[config.mk]
export PLATFORM = sky130hd
export DESIGN_NAME = xbar_loader
export DESIGN_NICKNAME = d
export VERILOG_FILES = /design/src/rtl/xbar_loader.sv
export SDC_FILE = /design/constraint.sdc
export NUM_CORES = 1
export LEC_CHECK = 0
export ABC_AREA = 1
export BUFFER_PORTS_ARGS = -buffer_cell sky130_fd_sc_hd__buf_4
export CORE_MARGIN = 1.5
export CORE_UTILIZATION = 40
export DETAILED_ROUTE_END_ITERATION = 10
export GPL_TIMING_DRIVEN = 0
export MAX_ROUTING_LAYER = met4
export PLACE_DENSITY = 0.66
export SLEW_MARGIN = 20
export SYNTH_ARGS = -nofsm -noshare
export SYNTH_HDL_FRONTEND = slang
export SYNTH_SLANG_ARGS = --single-unit
[constraint.sdc]
create_clock -name clock -period 1.7 [get_ports clock]
set_clock_uncertainty 0.05 [all_clocks]
set_input_delay 0.17 -clock clock [delete_from_list [all_inputs] [get_ports clock]]
set_output_delay 0.17 -clock clock [all_outputs]
set_load 0.03 [all_outputs]
[src/rtl/xbar_loader.sv]
// Crossbar configuration loader: turns connect/disconnect/clear commands into put strobes.
// Optional XBAR_LOADER_BOOT_CLEAR_EN: clear every column automatically after reset.
module xbar_loader #(
  parameter int W   = 8,
  parameter int IN  = 8,
  parameter int OUT = 8
) (
  input  logic         clock,
  input  logic         reset,
  input  logic         cmd_valid,
  output logic         cmd_ready,
  input  logic [1:0]   cmd_op,
  input  logic [W-1:0] cmd_src,
  input  logic [W-1:0] cmd_dst,
  output logic [W-1:0] from,
  output logic [W-1:0] to,
  output logic         put,
  output logic         busy,
  output logic         err
);

  typedef enum logic [1:0] {
    S_IDLE,
    S_ISSUE,
    S_CLEAR
  } state_e;

`ifdef XBAR_LOADER_BOOT_CLEAR_EN
  localparam state_e RST_STATE = S_CLEAR;
`else
  localparam state_e RST_STATE = S_IDLE;
`endif

  localparam logic [W:0]   IN_L  = (W+1)'(IN);
  localparam logic [W:0]   OUT_L = (W+1)'(OUT);
  localparam logic [W-1:0] LAST  = W'(OUT - 1);

  state_e       state_q, state_d;
  logic [W-1:0] cnt_q, cnt_d;
  logic [W-1:0] from_q, from_d;
  logic [W-1:0] to_q, to_d;
  logic         put_q, put_d;
  logic         err_q, err_d;

  logic accept;
  logic src_ok;
  logic dst_ok;
  logic op_nop;
  logic op_conn;
  logic op_disc;
  logic op_clr;

  assign cmd_ready = (state_q == S_IDLE) && reset;
  assign busy      = (state_q != S_IDLE);
  assign accept    = cmd_valid && cmd_ready;
  assign src_ok    = {1'b0, cmd_src} < IN_L;
  assign dst_ok    = {1'b0, cmd_dst} < OUT_L;
  assign op_nop    = (cmd_op == 2'd0);
  assign op_conn   = (cmd_op == 2'd1);
  assign op_disc   = (cmd_op == 2'd2);
  assign op_clr    = (cmd_op == 2'd3);

  assign from = from_q;
  assign to   = to_q;
  assign put  = put_q;
  assign err  = err_q;

  // Next state, column counter and registered crossbar write fields.
  always_comb begin
    state_d = state_q;
    cnt_d   = cnt_q;
    from_d  = from_q;
    to_d    = to_q;
    put_d   = 1'b0;
    err_d   = 1'b0;
    unique case (state_q)
      S_IDLE: begin
        if (accept) begin
          unique case (1'b1)
            op_conn: begin
              if (src_ok && dst_ok) begin
                from_d  = cmd_src;
                to_d    = cmd_dst;
                put_d   = 1'b1;
                state_d = S_ISSUE;
              end else begin
                err_d = 1'b1;
              end
            end
            op_disc: begin
              if (dst_ok) begin
                from_d  = '1;
                to_d    = cmd_dst;
                put_d   = 1'b1;
                state_d = S_ISSUE;
              end else begin
                err_d = 1'b1;
              end
            end
            op_clr: begin
              cnt_d   = '0;
              from_d  = '1;
              to_d    = '0;
              put_d   = 1'b1;
              state_d = S_CLEAR;
            end
            op_nop: begin
              state_d = S_IDLE;
            end
          endcase
        end
      end
      S_ISSUE: begin
        state_d = S_IDLE;
      end
      S_CLEAR: begin
        if (!put_q) begin
          cnt_d  = '0;
          from_d = '1;
          to_d   = '0;
          put_d  = 1'b1;
        end else if (cnt_q == LAST) begin
          state_d = S_IDLE;
        end else begin
          cnt_d  = cnt_q + W'(1);
          from_d = '1;
          to_d   = cnt_q + W'(1);
          put_d  = 1'b1;
        end
      end
      default: begin
        state_d = S_IDLE;
      end
    endcase
  end

  // State and output registers; reset aborts any issue in flight.
  always_ff @(posedge clock or negedge reset) begin
    if (!reset) begin
      state_q <= RST_STATE;
      cnt_q   <= '0;
      from_q  <= '0;
      to_q    <= '0;
      put_q   <= 1'b0;
      err_q   <= 1'b0;
    end else begin
      state_q <= state_d;
      cnt_q   <= cnt_d;
      from_q  <= from_d;
      to_q    <= to_d;
      put_q   <= put_d;
      err_q   <= err_d;
    end
  end

endmodule
==> results of run 1 <==
==> layout by cell type (no fill, tap or decap), drive strengths merged, types with 2 or more instances in the layout <==
cell	Yosys	final
o21ai	10	10
inv	25	25
buf	3	48
nor2	21	21
ha	6	6
dfrtp	28	28
nand2	117	117
nand3b	2	2
a21oi	2	2
nand3	15	15
clkbuf	0	3
==> kinds of logic (layout without fill, tap and decap cells) <==
group | count (synthesis) | count (layout) | share of synthesized area [%]
simple gates | 157 | 157 | 40.9
flops | 28 | 28 | 43.6
buf+inv | 28 | 78 | 7.16
compound gates | 12 | 12 | 3.73
fa+ha+maj | 6 | 6 | 4.67
==> state kept, by name, summed over array words and instances (netlist names) <==
| signal | count |
|---|---|
| cnt_q | 8 |
| from | 8 |
| to | 8 |
| state_q | 2 |
| err | 1 |
| put | 1 |
==> power by group <==
part	internal, mW	switching (mW)
sequential	0.904	0.141
clock	0.315	0.214
combinational	0.670	1.20
==> path summary, 6_finish.rpt <==
path | depth (start not counted) | slack [ps] | end
max in group asynchronous | 3 | 1090 | cnt_q[6]
min reg2reg | 2 | 440 | from[0]
min | 5 | 120 | from[2]
max reg2reg | 11 | 120 | from[0]
max | 11 | 120 | from[0]
min in group asynchronous | 3 | 350 | to[2]
==> Yosys cell counts (all sizes together) <==
cell / instances
inv: 25
nor2: 21
nor3: 1
nand2: 117
nand4: 1
ha: 6
buf: 3
nand3b: 2
a21oi: 2
nand3: 15
o21ai: 10
dfrtp: 28
==> cell type report <==
class / instances / area (sq um)
buffer: 2 / 16.3
multi-input combinational: 175 / 830
tap: 48 / 60.1
clock inverter: 1 / 30.0
clock buffer: 3 / 41.3
sequential: 28 / 701
timing repair buffer: 47 / 368
inverter: 25 / 93.8
fill: 368 / 1630
==> worst reg2reg max path: cells and delay by family (launching register included) <==
family | cells | cell delay [ps]
DFF | 1 | 390
buffers and inverters | 1 | 150
adders and majority gates | 1 | 200
and+or+nand+nor | 9 | 700
==> layer usage <==
metal | up-vias | routed length (microns) | GRT usage, % | part of all wire, %
li1 | 808 | - | - | -
met1 | 725 | 1870 | 25.6 | 48
met2 | 50 | 1770 | 29.9 | 46
met3 | 4 | 173 | 2.39 | 4.5
met4 | 0 | 43 | 3.57 | 1.1
met5 | - | 0 | - | 0
==> metrics by stage <==
stage	power (mW)	instances	hold slack [ps]
after floorplan	2.20	231	-176
after global placement	2.78	319	68.8
after detailed placement	2.80	319	68.6
after CTS	3.42	328	122
after global routing	3.71	329	141
final	3.45	329	121
==> repair_timing <==
item,in CTS,in global routing
pin swaps,1,3
setup buffers,3,1
hold endpoints to repair,28,0
endpoints found under the setup margin,10,24
hold buffers,2,0
resized for setup,3,9
gates cloned,0,1
==> impl_metrics.json, run 1 <==
{
  "syn_area_per_cell_sq_um": 6.96,
  "place_ws_ps": -99.6,
  "drv_slew": 0,
  "finalSetupViolations": 0,
  "critical_path_class": "reg -> reg",
  "synth_seq_area_share_pct": 43.6,
  "die_area_sq_um": 4410,
  "vias_per_cell": 4.82,
  "post-route-min-period_ps": 1580,
  "htreeDepth": 1,
  "post-route-drc-count": 0,
  "hold_viol_final": 0,
  "drv_cap": 0,
  "path_clk_slew_ps": 100,
  "synth_nets": 258,
  "leakage_nw": 1.22,
  "fp.dieH_microns": 66.4,
  "status": "finished, final reports clean",
  "portBuffers": 40,
  "fin_setup_tns_ps": 0,
  "crit_buf_inv": 1,
  "postLayoutSetupSlackWorst_ps": 116,
  "max_stage_delay_ps": 390,
  "clock_sinks": 28,
  "syn_area_sq_um": 1610,
  "powerDensity_nw_per_um2": 1610,
  "grt_first_pass_wirelength_microns": 6220,
  "finalNetCount": 309,
  "drive_gt1_share_pct": 24.9,
  "wl_per_cell_microns": 11.7,
  "ys_warn_count": 0,
  "hpwl_microns": 2750,
  "track_usage_pct": 18.6,
  "antenna_found_initial": 0,
  "critical_path.top_delay_family": "simple AND/OR/NAND/NOR gates",
  "fp-row-count": 22,
  "gp_congestion": 0.902,
  "numCtsBuffers": 3,
  "worst_setup_path_end_kind": "flip-flop",
  "clk_latency_ps": 270,
  "synth_area_leaders": "dfrtp_1, nand2_1, inv_1",
  "clockRootBuffer": "clkbuf_8",
  "post-route-util_pct": 56.7,
  "yosysTopAreaCell": "dfrtp_1",
  "tritoncts": "yes",
  "slowest_stage": "dfrtp_1",
  "core_sq_um": 3770,
  "wl_microns": 3850,
  "synth_top_area_share_pct": 43.6,
  "path_max_fanout": 4,
  "fmax_mhz": 631,
  "tightestPinTransition_ps": 503,
  "grt_remaining_overflow": 0,
  "grt_pass1_vias": 1382,
  "crit_start": "cnt_q[1]",
  "placed_cell_area_sq_um": 1970,
  "route.vias.total": 1587,
  "syn2layout_area_growth_pct": 33.1,
  "drtIter0Drc": 116,
  "fin_area_sq_um": 2140,
  "n_antenna_cell": 0,
  "synth_cell_types": 19,
  "path_cells": "ha_2 > nand2_2 > nor2_2 > nand2_1 > nand2_2 > nand2_2 > nand2_2 > nor2_4 > buf_4 > nand2_1 > nand2_1",
  "clock_path_buffers": 2,
  "crit_arrival_ps": 1710,
  "floorplan.initialDensity_pct": 42.6,
  "ys_ff_latch": 28,
  "drt.antenna.violating_nets": 0,
  "max-slew-margin-rel_pct": 66.3,
  "irDropWorstVdd_mv": 0.670,
  "ios": 41,
  "min_from": "cmd_src[2]",
  "hold_class": "in -> reg",
  "die_w_microns": 66.4,
  "cp.required_ps": 1830,
  "synth_cells": 231,
  "start_kind": "flip-flop",
  "dr.pass1.iters": 6,
  "reg2reg_from": "cnt_q[1]",
  "period_share_pct": 93.2,
  "grt_max_degree": 29,
  "cpMostUsedCell": "nand2_2"
}
Power figures use the tool's default switching activity.
==> run 2, diff against run 1 <==
Settings changed: ABC_AREA 1 to default.
==> run 2 against run 1 <==
The run now ends with negative setup slack left. Register-to-register slack got worse by 450 ps. Combinational power rose by 5%. Via count fell by 11%. Wire length rose by 3.3%. Maximum frequency fell by 22%. Flip-flop and latch count did not move. Clock power rose by 1%. Power rose by 1.8%. Critical endpoint is now to[4].
==> impl_metrics.json, run 2 <==
{
  "core_sq_um": 3970,
  "route.vias.total": 1414,
  "synth_ff_type": "dfrtp_1",
  "wl_microns": 3980,
  "drive_gt1_share_pct": 35.3,
  "synth_cells": 163,
  "drtIter0Drc": 57,
  "die_w_microns": 66.9,
  "hpwl_microns": 2680,
  "clk_latency_ps": 280,
  "grt_max_degree": 29,
  "finalNetCount": 246,
  "hold_class": "in -> reg",
  "htreeDepth": 1,
  "synth_nets": 190,
  "vias_per_cell": 5.28,
  "grt_pass1_vias": 1395,
  "powerDensity_nw_per_um2": 1570,
  "yosys-top-cells-count": "dfrtp_1, nor2_1, inv_1",
  "post-route-drc-count": 0,
  "postLayoutSetupSlackWorst_ps": -331,
  "path_clk_slew_ps": 100,
  "crit_arrival_ps": 2150,
  "violations": "negative setup slack",
  "fp.dieH_microns": 66.9,
  "mostFrequentLayoutCells": "buf_4, dfrtp_1, nor2_1, inv_1, mux2i_1",
  "antenna_found_initial": 0,
  "wl_per_cell_microns": 14.8,
  "clock_path_buffers": 2,
  "status": "finished, violations left",
  "grt_first_pass_wirelength_microns": 6500,
  "place_ws_ps": -786,
  "drv_slew": 0,
  "synth_area_leaders": "dfrtp_1, mux2i_1, mux2_2",
  "start_kind": "flip-flop",
  "syn_area_per_cell_sq_um": 10.0,
  "syn_area_sq_um": 1630,
  "syn2layout_area_growth_pct": 37.0,
  "fmax_mhz": 492,
  "dr.pass1.iters": 4,
  "yosysTopAreaCell": "dfrtp_1",
  "ys_async_sr_fraction_pct": 100,
  "max_stage_delay_ps": 570,
  "ys_ff_latch": 28,
  "clock_sinks": 28,
  "drv_cap": 0,
  "post-route-min-period_ps": 2030,
  "clockRootBuffer": "clkbuf_8",
  "placed_cell_area_sq_um": 2020,
  "ios": 41,
  "gp_congestion": 0.879,
  "irDropWorstVdd_mv": 0.610,
  "drt.antenna.violating_nets": 0,
  "rsz0062_at_grt": "yes",
  "grt_remaining_overflow": 0,
  "ys_warn_count": 0,
  "critical_path_class": "reg -> reg",
  "track_usage_pct": 19.8,
  "synth.most_common_cell": "dfrtp_1",
  "period_share_pct": 119,
  "fin_area_sq_um": 2230,
  "slowest_stage": "or4b_4",
  "floorplan.initialDensity_pct": 41.1,
  "synth_cell_types": 41,
  "max-slew-margin-rel_pct": 60.2,
  "synth_seq_area_share_pct": 42.9,
  "die_area_sq_um": 4470,
  "portBuffers": 40,
  "tritoncts": "yes",
  "path_cells": "or4b_4 > o41ai_4 > a22oi_2 > buf_12 > mux2_4",
  "fp-row-count": 23,
  "synth_edf_count": 0,
  "hold_viol_final": 0,
  "cp.required_ps": 1820,
  "worst_setup_path_end_kind": "flip-flop",
  "tightestPinTransition_ps": 592,
  "leakage_nw": 1.10,
  "path_max_fanout": 7,
  "numCtsBuffers": 3,
  "final_common_cell": "buf_4",
  "synth_top_area_share_pct": 42.9,
  "n_antenna_cell": 0,
  "finalSetupViolations": 26
}
run 2: routing by layer:
layer	share of wire, %	vias up	wire length [microns]	global-route usage (%)
met3	6.2	5	245	2.87
met4	1.6	0	65	7.40
met5	0	-	0	-
met2	49	50	1950	33.5
li1	-	688	-	-
met1	43	671	1710	24.0
run 2: layout make-up:
type                            instances  area (sq um)
Fill cell                             359          1740
Buffer                                  7          61.3
Sequential cell                        28           703
Tap cell                               50          62.6
Inverter                               16          60.1
Timing Repair Buffer                   52           425
Clock buffer                            3          41.3
Multi-Input combinational cell        111           851
Clock inverter                          1          30.0
run 2: cell families after synthesis:
kind of cell / share of synthesized area (%)
AND/OR/NAND/NOR: 16.6
AO/OA/AOI/OAI: 15.5
flip-flops: 42.9
buffers and inverters: 6.59
multiplexers: 12.2
adder cells (fa/ha/maj): 4.60
XOR/XNOR: 1.61
run 2: what timing repair did:
action / CTS / global route
pin swaps: 5 / 6
resized for setup: 6 / 4
hold endpoints to repair: 28 / 0
setup endpoints to repair: 26 / 26
buffers inserted: 5 / 5
hold buffers: 2 / 0
run 2: metrics by stage:
step	std cells	util, %	hold slack, ps	power (mW)	TNS [ps]
after global routing	268	56.3	107	3.70	-9020
after detailed placement	253	50.8	78.2	2.72	-15170
final	268	56.3	102	3.51	-7210
after global placement	253	50.8	64.7	2.69	-14590
after CTS	264	55.3	107	3.45	-9450
after floorplan	163	-	-176	2.17	-5070
run 2: critical path, delay by kind of cell (launching register included):
family          cells  cell delay (ps)
flops               1              440
compound gates      2              410
simple gates        1              570
buf+inv             1              170
mux                 1              290
run 2: final timing paths:
kind                            start       to  slack [ps]  cells past startpoint
setup / recovery             cnt_q[6]    to[4]        -330                      5
hold / removal             cmd_src[2]  from[2]         100                      3
setup reg to reg             cnt_q[6]    to[4]        -330                      5
hold reg to reg                 to[5]    to[5]         470                      1
max in group asynchronous       reset      put        1020                      3
min in group asynchronous       reset  from[2]         400                      3
run 2: where the power goes:
group          internal (mW)  total (mW)  switching (mW)
Sequential             0.869        1.01           0.137
Clock                  0.316       0.536           0.220
Combinational          0.920        1.97            1.05
==> run 3, diff against run 2 <==
Settings changed: CORE_UTILIZATION 40 to 39, PLACE_DENSITY 0.66 to 0.65.
==> run 3 against run 2 <==
Maximum frequency is 1.3% lower. Wire length is 8.8% higher. Final cell count is 0.75% higher. The run still ends with negative setup slack left. Sequential power hardly changed. Worst hold slack better by 5.9 ps. Setup slack worse by 27 ps. Power is 0.41% lower. Global-route usage is 1.5 points higher. Die area is 2.5% higher. Highest routed layer unchanged. Clock-buffer cell count is 1 higher.
==> impl_metrics.json, run 3 (same netlist as run 2, synthesis figures left out) <==
{
  "grt_pass1_vias": 1546,
  "wl_per_cell_microns": 16.0,
  "leakage_nw": 1.10,
  "tightestPinTransition_ps": 620,
  "hpwl_microns": 2960,
  "r2r_setup_slack_ps": -360,
  "min_from": "cmd_src[2]",
  "cpMostUsedCell": "buf_6",
  "hold_viol_final": 0,
  "ios": 41,
  "clock_path_buffers": 2,
  "drt.antenna.violating_nets": 0,
  "period_share_pct": 121,
  "max-slew-margin-rel_pct": 58.5,
  "irDropWorstVdd_mv": 0.716,
  "drv_slew": 0,
  "final_common_cell": "buf_4",
  "grt_first_pass_wirelength_microns": 7040,
  "reg2reg_from": "cnt_q[4]",
  "core_sq_um": 4000,
  "drtIter0Drc": 111,
  "n_antenna_cell": 0,
  "htreeDepth": 1,
  "post-route-min-period_ps": 2060,
  "grt_remaining_overflow": 0,
  "tritoncts": "yes",
  "die_w_microns": 67.7,
  "start_kind": "flip-flop",
  "route.vias.total": 1502,
  "path_max_fanout": 5,
  "dr.pass1.iters": 4,
  "dp_cells": 253,
  "vias_per_cell": 5.56,
  "portBuffers": 40,
  "antenna_found_initial": 0,
  "rsz0062_at_grt": "yes",
  "fp-row-count": 23,
  "drv_cap": 0,
  "final_cell_count_no_fill": 270,
  "path_cells": "buf_6 > or4b_4 > o41ai_4 > buf_4 > buf_6 > a211oi_2 > a31o_2",
  "fin_total_pwr_mw": 3.49,
  "floorplan.initialDensity_pct": 40.8,
  "clk_latency_ps": 280,
  "gp_congestion": 0.812,
  "postLayoutSetupSlackWorst_ps": -357,
  "slowest_stage": "or4b_4",
  "numCtsBuffers": 3,
  "fin_setup_tns_ps": -7940,
  "reg2regPathDepth": 7,
  "path_clk_slew_ps": 90,
  "grt_max_degree": 29,
  "r2r_end": "cnt_q[0]",
  "finalNetCount": 248,
  "violations": "negative setup slack",
  "track_usage_pct": 21.4,
  "drive_gt1_share_pct": 37.7,
  "post-route-drc-count": 0,
  "die_area_sq_um": 4580,
  "critical_path_class": "reg -> reg",
  "worst_setup_path_end_kind": "flip-flop",
  "finalSetupViolations": 26,
  "hold_class": "in -> reg",
  "cp.required_ps": 1830,
  "crit_arrival_ps": 2190,
  "fmax_mhz": 486,
  "status": "finished, violations left",
  "powerDensity_nw_per_um2": 1540,
  "mostFrequentLayoutCells": "buf_4, dfrtp_1, nor2_1, inv_1, mux2i_1",
  "max_stage_delay_ps": 480,
  "fp.dieH_microns": 67.7,
  "holdPathStages": 3,
  "syn2layout_area_growth_pct": 38.7,
  "clockRootBuffer": "clkbuf_8",
  "whs_endpoint": "from[2]",
  "wl_microns": 4330,
  "clock_sinks": 28
}
run 3: per-layer routing:
metal | part of all wire [%] | track usage, % | vias up | routed length (microns)
li1 | - | - | 694 | -
met1 | 42 | 24.7 | 759 | 1810
met2 | 52 | 37.3 | 42 | 2240
met3 | 4.9 | 3.17 | 7 | 211
met4 | 1.5 | 7.91 | 0 | 66
met5 | 0 | - | - | 0
run 3: worst max-delay path, delay by kind of cell, from the launching register on:
kind                   cells  cell delay (ps)
DFF                        1              380
and+or+nand+nor            1              480
buffers and inverters      3              450
AOI/OAI and AO/OA          3              590
run 3: per-stage QoR:
step	setup slack [ps]	hold slack [ps]	cell area, sq um	util, %
2_1_floorplan	-256	-176	1650	-
3_3_place_gp	-792	63.6	2020	50.4
3_5_place_dp	-848	72.3	2020	50.4
4_1_cts	-434	97.6	2240	56.0
5_1_grt	-435	120	2260	56.6
6_report	-357	108	2260	56.6
run 3: area by class of cell:
type | count | area [sq um]
fillers | 351 | 1740
inverters | 16 | 60.1
plain buffers | 7 | 57.6
clock buffers | 4 | 45.0
repair buffers | 54 | 468
well taps | 50 | 62.6
multi-input cells | 111 | 866
flip-flops and latches | 28 | 704
run 3: worst max-delay path by stage:
stage	end	startpoint
final	cnt_q[0]	cnt_q[4]
after global routing	from[0]	cnt_q[6]
after detailed placement	from[7]	reset
after global placement	from[5]	reset
after floorplan	to[2]	cnt_q[3]
after CTS	cnt_q[0]	cnt_q[4]
run 3: power breakdown:
part	switching, mW	total (mW)	internal, mW	leakage [nW]
clock	0.214	0.383	0.169	0.0228
sequential	0.140	1.01	0.869	0.338
combinational	1.09	2.10	1.01	0.744
total	1.45	3.49	2.04	1.10
run 3: timing repair:
| action | in CTS | in global routing |
|---|---|---|
| gates cloned | 2 | 0 |
| hold endpoints to repair | 28 | 0 |
| hold buffers | 2 | 0 |
| setup endpoints to repair | 26 | 26 |
| resized for setup | 10 | 7 |
| setup buffers | 8 | 3 |
| pin swaps | 7 | 7 |
